**src/rtl/idst4_seq.sv**
```systemverilog
// Sequential 4-point inverse DST: collects 4 coefficients, then produces each residual
// with one shared signed MAC followed by round-half-up, arithmetic shift and saturation.
module idst4_seq #(
    parameter int IN_W    = 16,
    parameter int COEFF_W = 8,
    parameter int SHIFT   = 7,
    parameter int OUT_W   = 16
) (
    input  logic             clk,
    input  logic             rst,
    input  logic             in_valid,
    output logic             in_ready,
    input  logic [IN_W-1:0]  in_data,
    output logic             out_valid,
    input  logic             out_ready,
    output logic [OUT_W-1:0] out_data
);
    // Handshakes: a word moves on a rising edge where valid && ready; out_valid,
    // once high, stays high with stable out_data until that edge.
    localparam int ACC_W  = IN_W + COEFF_W + 2;
    localparam int PROD_W = IN_W + COEFF_W;
    localparam logic signed [ACC_W-1:0] HALF = ACC_W'(1) << (SHIFT - 1);
    localparam logic signed [ACC_W-1:0] MAXV = {{(ACC_W-OUT_W+1){1'b0}}, {(OUT_W-1){1'b1}}};
    localparam logic signed [ACC_W-1:0] MINV = {{(ACC_W-OUT_W+1){1'b1}}, {(OUT_W-1){1'b0}}};

    typedef enum logic [1:0] {S_LOAD, S_CALC, S_ROUND, S_OUT} state_t;

    state_t                   state, state_next;
    logic                     live;
    logic [1:0]               idx_i, idx_j, idx_k;
    logic signed [IN_W-1:0]   d_mem [4];
    logic signed [ACC_W-1:0]  acc;
    logic signed [COEFF_W-1:0] coef;
    logic signed [PROD_W-1:0] prod;
    logic signed [ACC_W-1:0]  rnd_sum, rnd;
    logic [OUT_W-1:0]         sat;

    // Inverse matrix entry T[k][j]: row = output index, column = input index.
    always_comb begin
        coef = '0;
        case ({idx_k, idx_j})
            4'h0: coef = COEFF_W'(29);
            4'h1: coef = COEFF_W'(74);
            4'h2: coef = COEFF_W'(84);
            4'h3: coef = COEFF_W'(55);
            4'h4: coef = COEFF_W'(55);
            4'h5: coef = COEFF_W'(74);
            4'h6: coef = COEFF_W'(-29);
            4'h7: coef = COEFF_W'(-84);
            4'h8: coef = COEFF_W'(74);
            4'h9: coef = COEFF_W'(0);
            4'hA: coef = COEFF_W'(-74);
            4'hB: coef = COEFF_W'(74);
            4'hC: coef = COEFF_W'(84);
            4'hD: coef = COEFF_W'(-74);
            4'hE: coef = COEFF_W'(55);
            4'hF: coef = COEFF_W'(-29);
            default: coef = '0;
        endcase
    end

    always_comb begin
        prod    = PROD_W'(d_mem[idx_j]) * PROD_W'(coef);
        rnd_sum = acc + HALF;
        rnd     = rnd_sum >>> SHIFT;
        if (rnd > MAXV)
            sat = MAXV[OUT_W-1:0];
        else if (rnd < MINV)
            sat = MINV[OUT_W-1:0];
        else
            sat = rnd[OUT_W-1:0];
    end

    always_ff @(posedge clk or posedge rst) begin
        if (rst)
            state <= S_LOAD;
        else
            state <= state_next;
    end

    always_comb begin
        state_next = state;
        case (state)
            S_LOAD:  if (in_valid && in_ready && idx_i == 2'd3) state_next = S_CALC;
            S_CALC:  if (idx_j == 2'd3) state_next = S_ROUND;
            S_ROUND: state_next = S_OUT;
            S_OUT:   if (out_ready) state_next = (idx_k == 2'd3) ? S_LOAD : S_CALC;
            default: state_next = S_LOAD;
        endcase
    end

    // live keeps in_ready low while rst is held, even though state already reads LOAD.
    always_comb begin
        in_ready  = live && (state == S_LOAD);
        out_valid = (state == S_OUT);
    end

    always_ff @(posedge clk or posedge rst) begin
        if (rst) begin
            live     <= 1'b0;
            idx_i    <= '0;
            idx_j    <= '0;
            idx_k    <= '0;
            acc      <= '0;
            out_data <= '0;
            for (int n = 0; n < 4; n++) d_mem[n] <= '0;
        end else begin
            live <= 1'b1;
            case (state)
                S_LOAD: begin
                    if (in_valid && in_ready) begin
                        d_mem[idx_i] <= in_data;
                        idx_i        <= idx_i + 2'd1;
                        if (idx_i == 2'd3) begin
                            idx_i <= '0;
                            idx_j <= '0;
                            idx_k <= '0;
                            acc   <= '0;
                        end
                    end
                end
                S_CALC: begin
                    acc   <= acc + ACC_W'(prod);
                    idx_j <= idx_j + 2'd1;
                end
                S_ROUND: out_data <= sat;
                S_OUT: begin
                    if (out_ready) begin
                        acc   <= '0;
                        idx_j <= '0;
                        idx_k <= idx_k + 2'd1;
                    end
                end
                default: ;
            endcase
        end
    end
endmodule

```
**config.mk**
```make
export PLATFORM = sky130hd
export DESIGN_NAME = idst4_seq
export DESIGN_NICKNAME = d
export VERILOG_FILES = /design/src/rtl/idst4_seq.sv
export SDC_FILE = /design/constraint.sdc
export NUM_CORES = 1
export LEC_CHECK = 0
export ABC_AREA = 1
export CAP_MARGIN = 20
export CORE_MARGIN = 4
export CORE_UTILIZATION = 41
export DETAILED_ROUTE_END_ITERATION = 8
export HOLD_SLACK_MARGIN = 0.05
export PLACE_DENSITY_LB_ADDON = 0.1
export SETUP_SLACK_MARGIN = 0.05
export SYNTH_ARGS = -nofsm -noshare
export SYNTH_HDL_FRONTEND = slang
export SYNTH_SLANG_ARGS = --single-unit
```
**constraint.sdc**
```tcl
create_clock -name clk -period 5.4 [get_ports clk]
set_input_delay 0.54 -clock clk [delete_from_list [all_inputs] [get_ports clk]]
set_output_delay 0.54 -clock clk [all_outputs]
set_load 0.02 [all_outputs]
```
==> metrics.md, run 1 <==
| Metric | Value |
|---|---|
| Critical setup path kind | flop to flop |
| IO Count | 38 |
| Worst slew pin tran | 1009 ps |
| Most common library cell in the layout ignoring fill and taps | nand2_1 |
| Die ar. | 30010 um^2 |
| Max-slew violations | 0 |
| IO Port Bufs | 37 |
| Largest fanout on the critical path | 12 |
| Setup violators final | 0 |
| Post-synth ARST share | 1.000 |
| Status | finished clean |
| Antenna violations before repair | 0 |
| ANT cells | 0 |
| FILL cells | 2439 |
| Hold buffer count at CTS | 0 |
| Layout area overhead | 35.71% |
| Final setup TNS | 0 ps |
| CP arrival | 5560 ps |
| Max_cap viols | 0 |
| Hold Crit Class | flop to flop |
| Fin crit share | 0.9796 |
| Post-detail-place hpwl | 24000 um |
| Nets | 1811 |
| Seq/Total Area, Yosys | 0.2571 |
| CORE AREA | 26880 um^2 |
| Layout cells sized above 1 | 0.2785 |
| TritonCTS clock tree | yes |
| CTS H-Tree Depth | 4 |
| Yosys reg bits | 115 |
| Initial DRC Count | 530 |
| Largest net degree at the start of global routing | 74 |
| Total CTS buffers | 17 |
| Gp weighted congestion | 0.8848 |
| Worst Setup Start Kind | flop |
| Total GRT Usage | 0.2130 |
| Minimum clock period | 5290 ps |
| Syn Nets | 1615 |
| Cell area after synthesis | 11190 um^2 |
| Post-Synthesis Cells | 1385 |
| DRC errors left | 0 |
| Worst hold slack | 478.7 ps |
| Worst setup EP type | flop |
| CP required | 5670 ps |
| FMAX | 0.1891 GHz |
| Clock sinks | 115 |
| Unrepaired setup endpoints after global routing | yes |
| Syn avg cell area | 8.081 um^2 |
| Global-route wire length before repair | 51720 um |
| Total Routed Length | 31440 um |
| Slew headroom | 0.3254 |
| Vias | 9698 |
| Die Ht | 173.2 um |
| Max Root-Sink Buffers | 2 |
| Vias/cell | 5.012 |
| Std-Cell Rows | 60 |
| Synth cell types | 43 |
| Antenna Nets Post-Route | 0 |
| Skew final | 13.52 ps |
| Number of global-route vias before repair | 9837 |
| Setup ws final | 110.4 ps |
| Final hold vios | 0 |
| Most frequent cells in the layout | nand2_1 (334), inv_1 (191), buf_4 (140) |
| Drt pass-1 iters | 5 |
| Number of enable flip-flop cells after synthesis | 0 |
| WL/cell | 16.25 um |
| Latest clock arrival within the worst-skew pair | 420 ps |
| Starting Density | 0.4164 |
| Main synth FF type | dfrtp_1 |
| GRT overflow | 0 |
| Worst slack at placement | -276.4 ps |
| Reg clk slew, reported paths | 70 ps |
| Inst Count DP | 1860 |
| Die Wd | 173.2 um |
| Synth warn | 0 |
| CTS root buffer | clkbuf_16 |
| Fin cells | 1935 |
[final timing paths]
| kind | start | end | slack [ps] | cells past startpoint |
|---|---|---|---|---|
| setup / recovery | idx_j[0] | acc[10] | 110 | 22 |
| setup reg to reg | idx_j[0] | acc[10] | 110 | 22 |
| max in group asynchronous | rst | acc[22] | 3560 | 3 |
| hold / removal | out_data[0] | out_data[0] | 480 | 2 |
| hold reg to reg | out_data[0] | out_data[0] | 480 | 2 |
| min in group asynchronous | rst | idx_i[0] | 670 | 2 |
[per-layer routing]
layer,share of wire,vias to the layer above,GRT usage
li1,-,4712,-
met1,0.47,4759,0.3056
met2,0.47,196,0.3358
met3,0.046,31,0.03446
met4,0.019,0,0.06152
met5,0,-,0
[stage by stage]
step | util | cell area [um^2]
2_1_floorplan | - | 11340
3_3_place_gp | 0.4832 | 12990
3_5_place_dp | 0.4832 | 12990
4_1_cts | 0.5208 | 14000
5_1_grt | 0.5651 | 15190
6_report | 0.5651 | 15190
[what timing repair did]
| action | CTS | global route |
|---|---|---|
| resized for setup | 76 | 202 |
| pin swaps | 28 | 115 |
| setup buffers | 8 | 33 |
| setup endpoints to repair | 18 | 17 |
| gates cloned | 0 | 3 |
[registers in the layout (all words and copies together), names as in the netlist]
| name | cells |
|---|---|
| out_data | 16 |
| idx_i | 2 |
| acc | 26 |
| state | 2 |
| live | 1 |
| d_mem | 64 |
| idx_k | 2 |
| idx_j | 2 |
[synth_stat cells (all sizes together) (15+ instances only)]
cell type,n,share of area
dfrtp,115,0.26
a21oi,32,0.014
inv,227,0.076
o21ai,108,0.049
clkbuf,25,0.0093
nand3,50,0.022
nand2,374,0.13
nor2,136,0.048
fa,136,0.24
o221ai,15,0.012
ha,74,0.083
[critical path, cell delays in order, from the launching register on]
cell	delay (ps)
dfrtp_2	450
buf_6	150
nor2_4	150
inv_4	80
buf_12	160
o221ai_2	200
inv_2	130
nand2_2	90
fa_1	400
fa_1	500
inv_2	40
fa_1	480
fa_1	510
inv_2	40
fa_1	550
inv_2	50
ha_4	260
a21oi_4	190
o21ai_2	90
a21o_1	190
or2_2	270
nand3_1	60
o21ai_1	70
[kinds of logic after synthesis]
family	synth area share
other	0.0003351
AO/OA/AOI/OAI	0.09324
adder cells (fa/ha/maj)	0.3260
AND/OR/NAND/NOR	0.2112
flip-flops	0.2571
XOR/XNOR	0.01878
buffers and inverters	0.09335
[cell type report]
class | instances | area [um^2] | area share
Clock buffer | 17 | 425.4 | 0.02801
Clock inverter | 15 | 183.9 | 0.01211
Inverter | 229 | 889.6 | 0.05857
Multi-Input combinational cell | 1003 | 8397 | 0.5528
Sequential cell | 115 | 2882 | 0.1897
Tap cell | 341 | 426.7 | 0.02809
Timing Repair Buffer | 215 | 1984 | 0.1307
Power of run 1 is not shown: default switching activity piles up to over one toggle a cycle in this logic, so the estimate is an artifact.
==> run 2, diff against run 1 <==
--- a/config.mk
+++ b/config.mk
@@ -8,9 +8,11 @@
 export ABC_AREA = 1
 export CAP_MARGIN = 20
 export CORE_MARGIN = 4
-export CORE_UTILIZATION = 41
+export CORE_UTILIZATION = 40
+export CTS_CLUSTER_SIZE = 8
 export DETAILED_ROUTE_END_ITERATION = 8
 export HOLD_SLACK_MARGIN = 0.05
+export MAX_ROUTING_LAYER = met4
 export PLACE_DENSITY_LB_ADDON = 0.1
 export SETUP_SLACK_MARGIN = 0.05
 export SYNTH_ARGS = -nofsm -noshare
==> metrics.md, run 2 (synthesized netlist as in run 1, its figures left out) <==
| Metric | Value |
|---|---|
| Critical setup path kind | flop to flop |
| Global-route wire length before repair | 50800 um |
| CTS root buffer | clkbuf_16 |
| GRT overflow | 0 |
| Biggest regs | d_mem x64, acc x26, out_data x16 |
| Layout cells sized above 1 | 0.2514 |
| CP dominant cell by count | fa_1 |
| Std-Cell Rows | 60 |
| Critical path cell sequence | inv_2 -> ha_4 -> buf_4 -> xnor2_2 -> or2_4 -> fa_1 -> fa_1 -> inv_2 -> fa_1 -> fa_1 -> inv_2 -> fa_1 -> inv_2 -> ha_4 -> a21oi_4 -> o21ai_2 -> a21o_1 -> or2_2 -> nand3_1 -> o21ai_1 |
| Worst setup EP type | flop |
| CP Buf/Inv Count | 5 |
| Most frequent cells in the layout | nand2_1 (339), inv_1 (196), buf_4 (139) |
| Total CTS buffers | 17 |
| Total GRT Usage | 0.2120 |
| WP depth | 20 |
| Worst slack at placement | -116.6 ps |
| WL/cell | 15.72 um |
| Antenna violations before repair | 0 |
| Gp weighted congestion | 0.8971 |
| Clock sinks | 115 |
| Final hold vios | 0 |
| Die Wd | 175.3 um |
| Max_cap viols | 0 |
| CP max stage delay | 560 ps |
| CP required | 5670 ps |
| Total Routed Length | 30790 um |
| Unrepaired setup endpoints after global routing | yes |
| Status | finished clean |
| Max reg flops | 64 |
| Initial DRC Count | 526 |
| Die Ht | 175.3 um |
| CP top delay family | adder cells |
| Max-slew violations | 0 |
| Die ar. | 30720 um^2 |
| R2R cell count | 20 |
| Most common library cell in the layout ignoring fill and taps | nand2_1 |
| Nets | 1804 |
| FILL cells | 2539 |
| Reg clk slew, reported paths | 60 ps |
| Post-detail-place hpwl | 23920 um |
| Layout area overhead | 33.53% |
| Worst hold stages | 2 |
| Number of global-route vias before repair | 9681 |
| Worst slew pin tran | 1028 ps |
| IO Port Bufs | 37 |
| Skew final | 14.85 ps |
| Drt pass-1 iters | 6 |
| Largest fanout on the critical path | 5 |
| CORE AREA | 27250 um^2 |
| Setup ws final | 79.37 ps |
| Largest net degree at the start of global routing | 74 |
| Minimum clock period | 5321 ps |
| Starting Density | 0.4107 |
| TritonCTS clock tree | yes |
| Hold Crit Class | flop to flop |
| Vias/cell | 4.882 |
| Fin crit share | 0.9853 |
| IO Count | 38 |
| DRC errors left | 0 |
| Slowest CP cell | fa_1 |
| Vias | 9564 |
| Slew headroom | 0.3129 |
| CTS H-Tree Depth | 4 |
| ANT cells | 0 |
| Latest clock arrival within the worst-skew pair | 430 ps |
| CP arrival | 5590 ps |
| Worst Setup Start Kind | flop |
| Max Root-Sink Buffers | 2 |
| Biggest register | d_mem |
| Setup violators final | 0 |
| Antenna Nets Post-Route | 0 |
| FMAX | 0.1879 GHz |
==> run 2: worst paths after layout <==
| kind | slack (ps) | start | to |
|---|---|---|---|
| worst max register to register | 80 | idx_j[0] | acc[10] |
| worst min-delay path | 480 | out_data[14] | out_data[14] |
| min in group asynchronous | 650 | rst | state[0] |
| worst min register to register | 480 | out_data[14] | out_data[14] |
| worst max-delay path | 80 | idx_j[0] | acc[10] |
| max in group asynchronous | 3610 | rst | acc[16] |
==> run 2: cell type report <==
type                       count  area (um^2)  share of cell area
multi-input combinational   1003         8215              0.5497
sequential                   115         2882              0.1928
timing repair buffer         208         1908              0.1277
inverter                     229        878.3             0.05877
tap                          372        465.4             0.03115
clock buffer                  18        429.2             0.02872
clock inverter                14        166.4             0.01114
==> run 2: tightest hold or removal path, cell delays in order (launching register included) <==
cell,delay (ps)
dfrtp_1,340
nand2_1,60
nand2_1,50
==> run 2: layer usage <==
layer / up-vias / share of wire / track usage
met2: 148 / 0.46 / 0.3268
li1: 4695 / - / -
met4: 0 / 0.014 / 0.04550
met1: 4688 / 0.49 / 0.3007
met3: 33 / 0.036 / 0.03121
met5: - / 0 / -
==> run 2: per-stage QoR <==
step	hold WS, ps	setup TNS, ps	cells	utilization	cell area (um^2)
2_1_floorplan	445.1	0	1385	-	11340
3_3_place_gp	459.7	-626.1	1888	0.4771	13000
3_5_place_dp	466.1	-968.5	1888	0.4771	13000
4_1_cts	481.4	0	1929	0.5141	14010
5_1_grt	486.4	-1019	1959	0.5484	14940
6_report	477.0	0	1959	0.5484	14940
==> run 2: what timing repair did <==
action / CTS / global route
hold buffers: 0 / 0
setup endpoints to repair: 16 / 19
gates cloned: 0 / 4
buffers inserted: 9 / 26
resized for setup: 66 / 169
pin swaps: 27 / 71
Power of run 2 is left out for the same reason.
==> run 3, diff against run 2 <==
--- a/config.mk
+++ b/config.mk
@@ -5,7 +5,6 @@
 export SDC_FILE = /design/constraint.sdc
 export NUM_CORES = 1
 export LEC_CHECK = 0
-export ABC_AREA = 1
 export CAP_MARGIN = 20
 export CORE_MARGIN = 4
 export CORE_UTILIZATION = 40
==> metrics.md, run 3 <==
| Metric | Value |
|---|---|
| GRT overflow | 0 |
| Status | complete, but fails checks |
| Synth warn | 0 |
| Layout cells sized above 1 | 0.3250 |
| Post-Route Utilization | 0.5262 |
| Max reg flops | 64 |
| Latest clock arrival within the worst-skew pair | 430 ps |
| Skew final | 15.88 ps |
| Top-area cell type share of the netlist area | 0.2649 |
| Critical setup path kind | flop to flop |
| IO Port Bufs | 37 |
| Critical Path Start | idx_j[0] |
| Most common library cell in the layout ignoring fill and taps | fa_1 |
| Total Routed Length | 26670 um |
| Hold Crit Class | flop to flop |
| Die Ht | 172.8 um |
| Total GRT Usage | 0.1939 |
| Antenna violations before repair | 1 |
| CP arrival | 5920 ps |
| Vias/cell | 5.024 |
| Drt pass-1 iters | 4 |
| Cell area after synthesis | 10870 um^2 |
| Max_cap viols | 0 |
| XOR/XNOR Fraction of Synth Area | 0.03305 |
| Seq/Total Area, Yosys | 0.2649 |
| Main synth FF type | dfrtp_1 |
| Post-Synthesis Cells | 1017 |
| FMAX | 0.1777 GHz |
| Crit path to | acc[19] |
| Vias | 7742 |
| Worst hold stages | 1 |
| Failing checks | negative setup slack |
| DRC errors left | 0 |
| R2R cell count | 21 |
| CORE AREA | 26800 um^2 |
| Unrepaired setup endpoints after global routing | yes |
| R2r startpoint | idx_j[0] |
| Initial DRC Count | 351 |
| Total CTS buffers | 17 |
| CTS root buffer | clkbuf_16 |
| Number of global-route vias before repair | 8581 |
| Number of enable flip-flop cells after synthesis | 0 |
| CP required | 5690 ps |
| IO Count | 38 |
| Setup violators final | 11 |
| CTS H-Tree Depth | 4 |
| ANT cells | 0 |
| Top cells by area, synth | dfrtp_1 (26%), fa_1 (25%), ha_1 (8.5%), mux2_2 (6.7%), inv_1 (4.8%) |
| Worst setup EP type | flop |
| Final hold vios | 0 |
| Compound-Gate Fraction of Synth Area | 0.08245 |
| Biggest regs | d_mem x64, acc x26, out_data x16 |
| Hold buffer count at CTS | 0 |
| Antenna Nets Post-Route | 0 |
| Post-synth top area cell | dfrtp_1 |
| Synth cell count leaders | inv_1 (138), fa_1 (136), dfrtp_1 (115) |
| Biggest register | d_mem |
| Die Wd | 172.8 um |
| Most frequent cells in the layout | fa_1 (127), inv_1 (124), buf_4 (124) |
| Std-Cell Rows | 60 |
| Max Root-Sink Buffers | 2 |
| WL/cell | 17.31 um |
| Syn Nets | 1247 |
| Layout area overhead | 29.79% |
| Largest net degree at the start of global routing | 74 |
| Count leader, synth | inv_1 |
| TritonCTS clock tree | yes |
| Nets | 1417 |
| Post-Synth Adder-Cell Area | 0.3358 |
| Starting Density | 0.4054 |
| Inst Count DP | 1471 |
| R2r setup slk | -230 ps |
| Syn avg cell area | 10.68 um^2 |
| Largest family of logic cells by synthesized area | adder cells |
| Minimum clock period | 5628 ps |
| Worst slew pin tran | 876.7 ps |
| Worst Setup Start Kind | flop |
| Capture point of the worst reg-to-reg path | acc[19] |
| Yosys reg bits | 115 |
| Mux share of post-synthesis cell area | 0.1024 |
| Post-Synth Simple-Gate Area | 0.1177 |
| Fin crit share | 1.042 |
| Gp weighted congestion | 0.8738 |
| Post-synth ARST share | 1.000 |
| Post-detail-place hpwl | 20160 um |
| Reg clk slew, reported paths | 60 ps |
| Global-route wire length before repair | 44970 um |
| Die ar. | 29870 um^2 |
| Synth cell types | 66 |
| Slew headroom | 0.4141 |
| Max-slew violations | 0 |
| Worst hold slack | 487.7 ps |
| Largest fanout on the critical path | 7 |
| Fin cells | 1541 |
| Setup ws final | -228.2 ps |
| Clock sinks | 115 |
-- run 3: changes by cell type after synthesis, sizes merged, moves of 14 or more --
cell	change
o21ai	-65
mux4	+16
nor2b	+14
o221ai	-15
inv	-89
nand3	-35
nand2	-296
and2	+55
nor2	-74
mux2	+65
o22a	+15
xnor2	+19
-- run 3: cells by family after synthesis --
family / after synthesis
and+or+nand+nor: 256
adders and majority gates: 210
other: 1
muxes: 83
AOI/OAI and AO/OA: 135
xor gates and xnor gates: 41
DFF: 115
buffers and inverters: 176
-- run 3: worst min-delay path by stage --
stage / startpoint / end
3_5_place_dp: acc[0] / acc[0]
4_1_cts: out_data[0] / out_data[0]
3_3_place_gp: acc[0] / acc[0]
2_1_floorplan: acc[0] / acc[0]
5_1_grt: out_data[0] / out_data[0]
6_report: out_data[0] / out_data[0]
-- run 3: repair_timing --
action,CTS,global route
gates cloned,2,0
pin swaps,22,81
gates resized for setup,43,85
hold endpoints to repair,0,0
buffers inserted,10,25
endpoints found under the setup margin,14,18
-- run 3: layer usage --
layer	global-route usage	routed length, um	up-vias
met1	0.2603	12790	3956
met4	0.04124	312	0
met2	0.3196	12950	84
li1	-	-	3681
met3	0.02492	614	21
met5	-	0	-
-- run 3: critical path, cell delays in order (launching register included) --
cell      delay, ps
dfrtp_2         410
buf_6           160
buf_6           100
mux4_2          610
buf_4           200
and2_4          150
fa_2            350
fa_1            560
fa_1            420
fa_1            500
inv_2            40
fa_1            510
inv_2            40
ha_4            280
o21ai_2          60
o21ai_1         140
o211ai_1        240
a31oi_2         250
buf_4           170
a31oi_4          80
xor2_1          150
o22ai_1          80
-- run 3: through the flow --
| step | TNS (ps) | cell area (um^2) | setup WS [ps] |
|---|---|---|---|
| 3_3_place_gp | -2297 | 12550 | -276.8 |
| 4_1_cts | -1830 | 13440 | -229.9 |
| 6_report | -1402 | 14100 | -228.2 |
| 3_5_place_dp | -2732 | 12550 | -331.5 |
| 5_1_grt | -4189 | 14100 | -465.3 |
| 2_1_floorplan | -822.6 | 11120 | -158.6 |
-- run 3: area by class of cell --
class	count	area, um^2
timing repair buffer	188	1688
multi-input combinational	726	7956
clock buffer	17	425.4
tap	341	426.7
clock inverter	15	185.2
fill	2412	12700
sequential	115	2880
inverter	139	540.5
Power of run 3 is left out for the same reason.
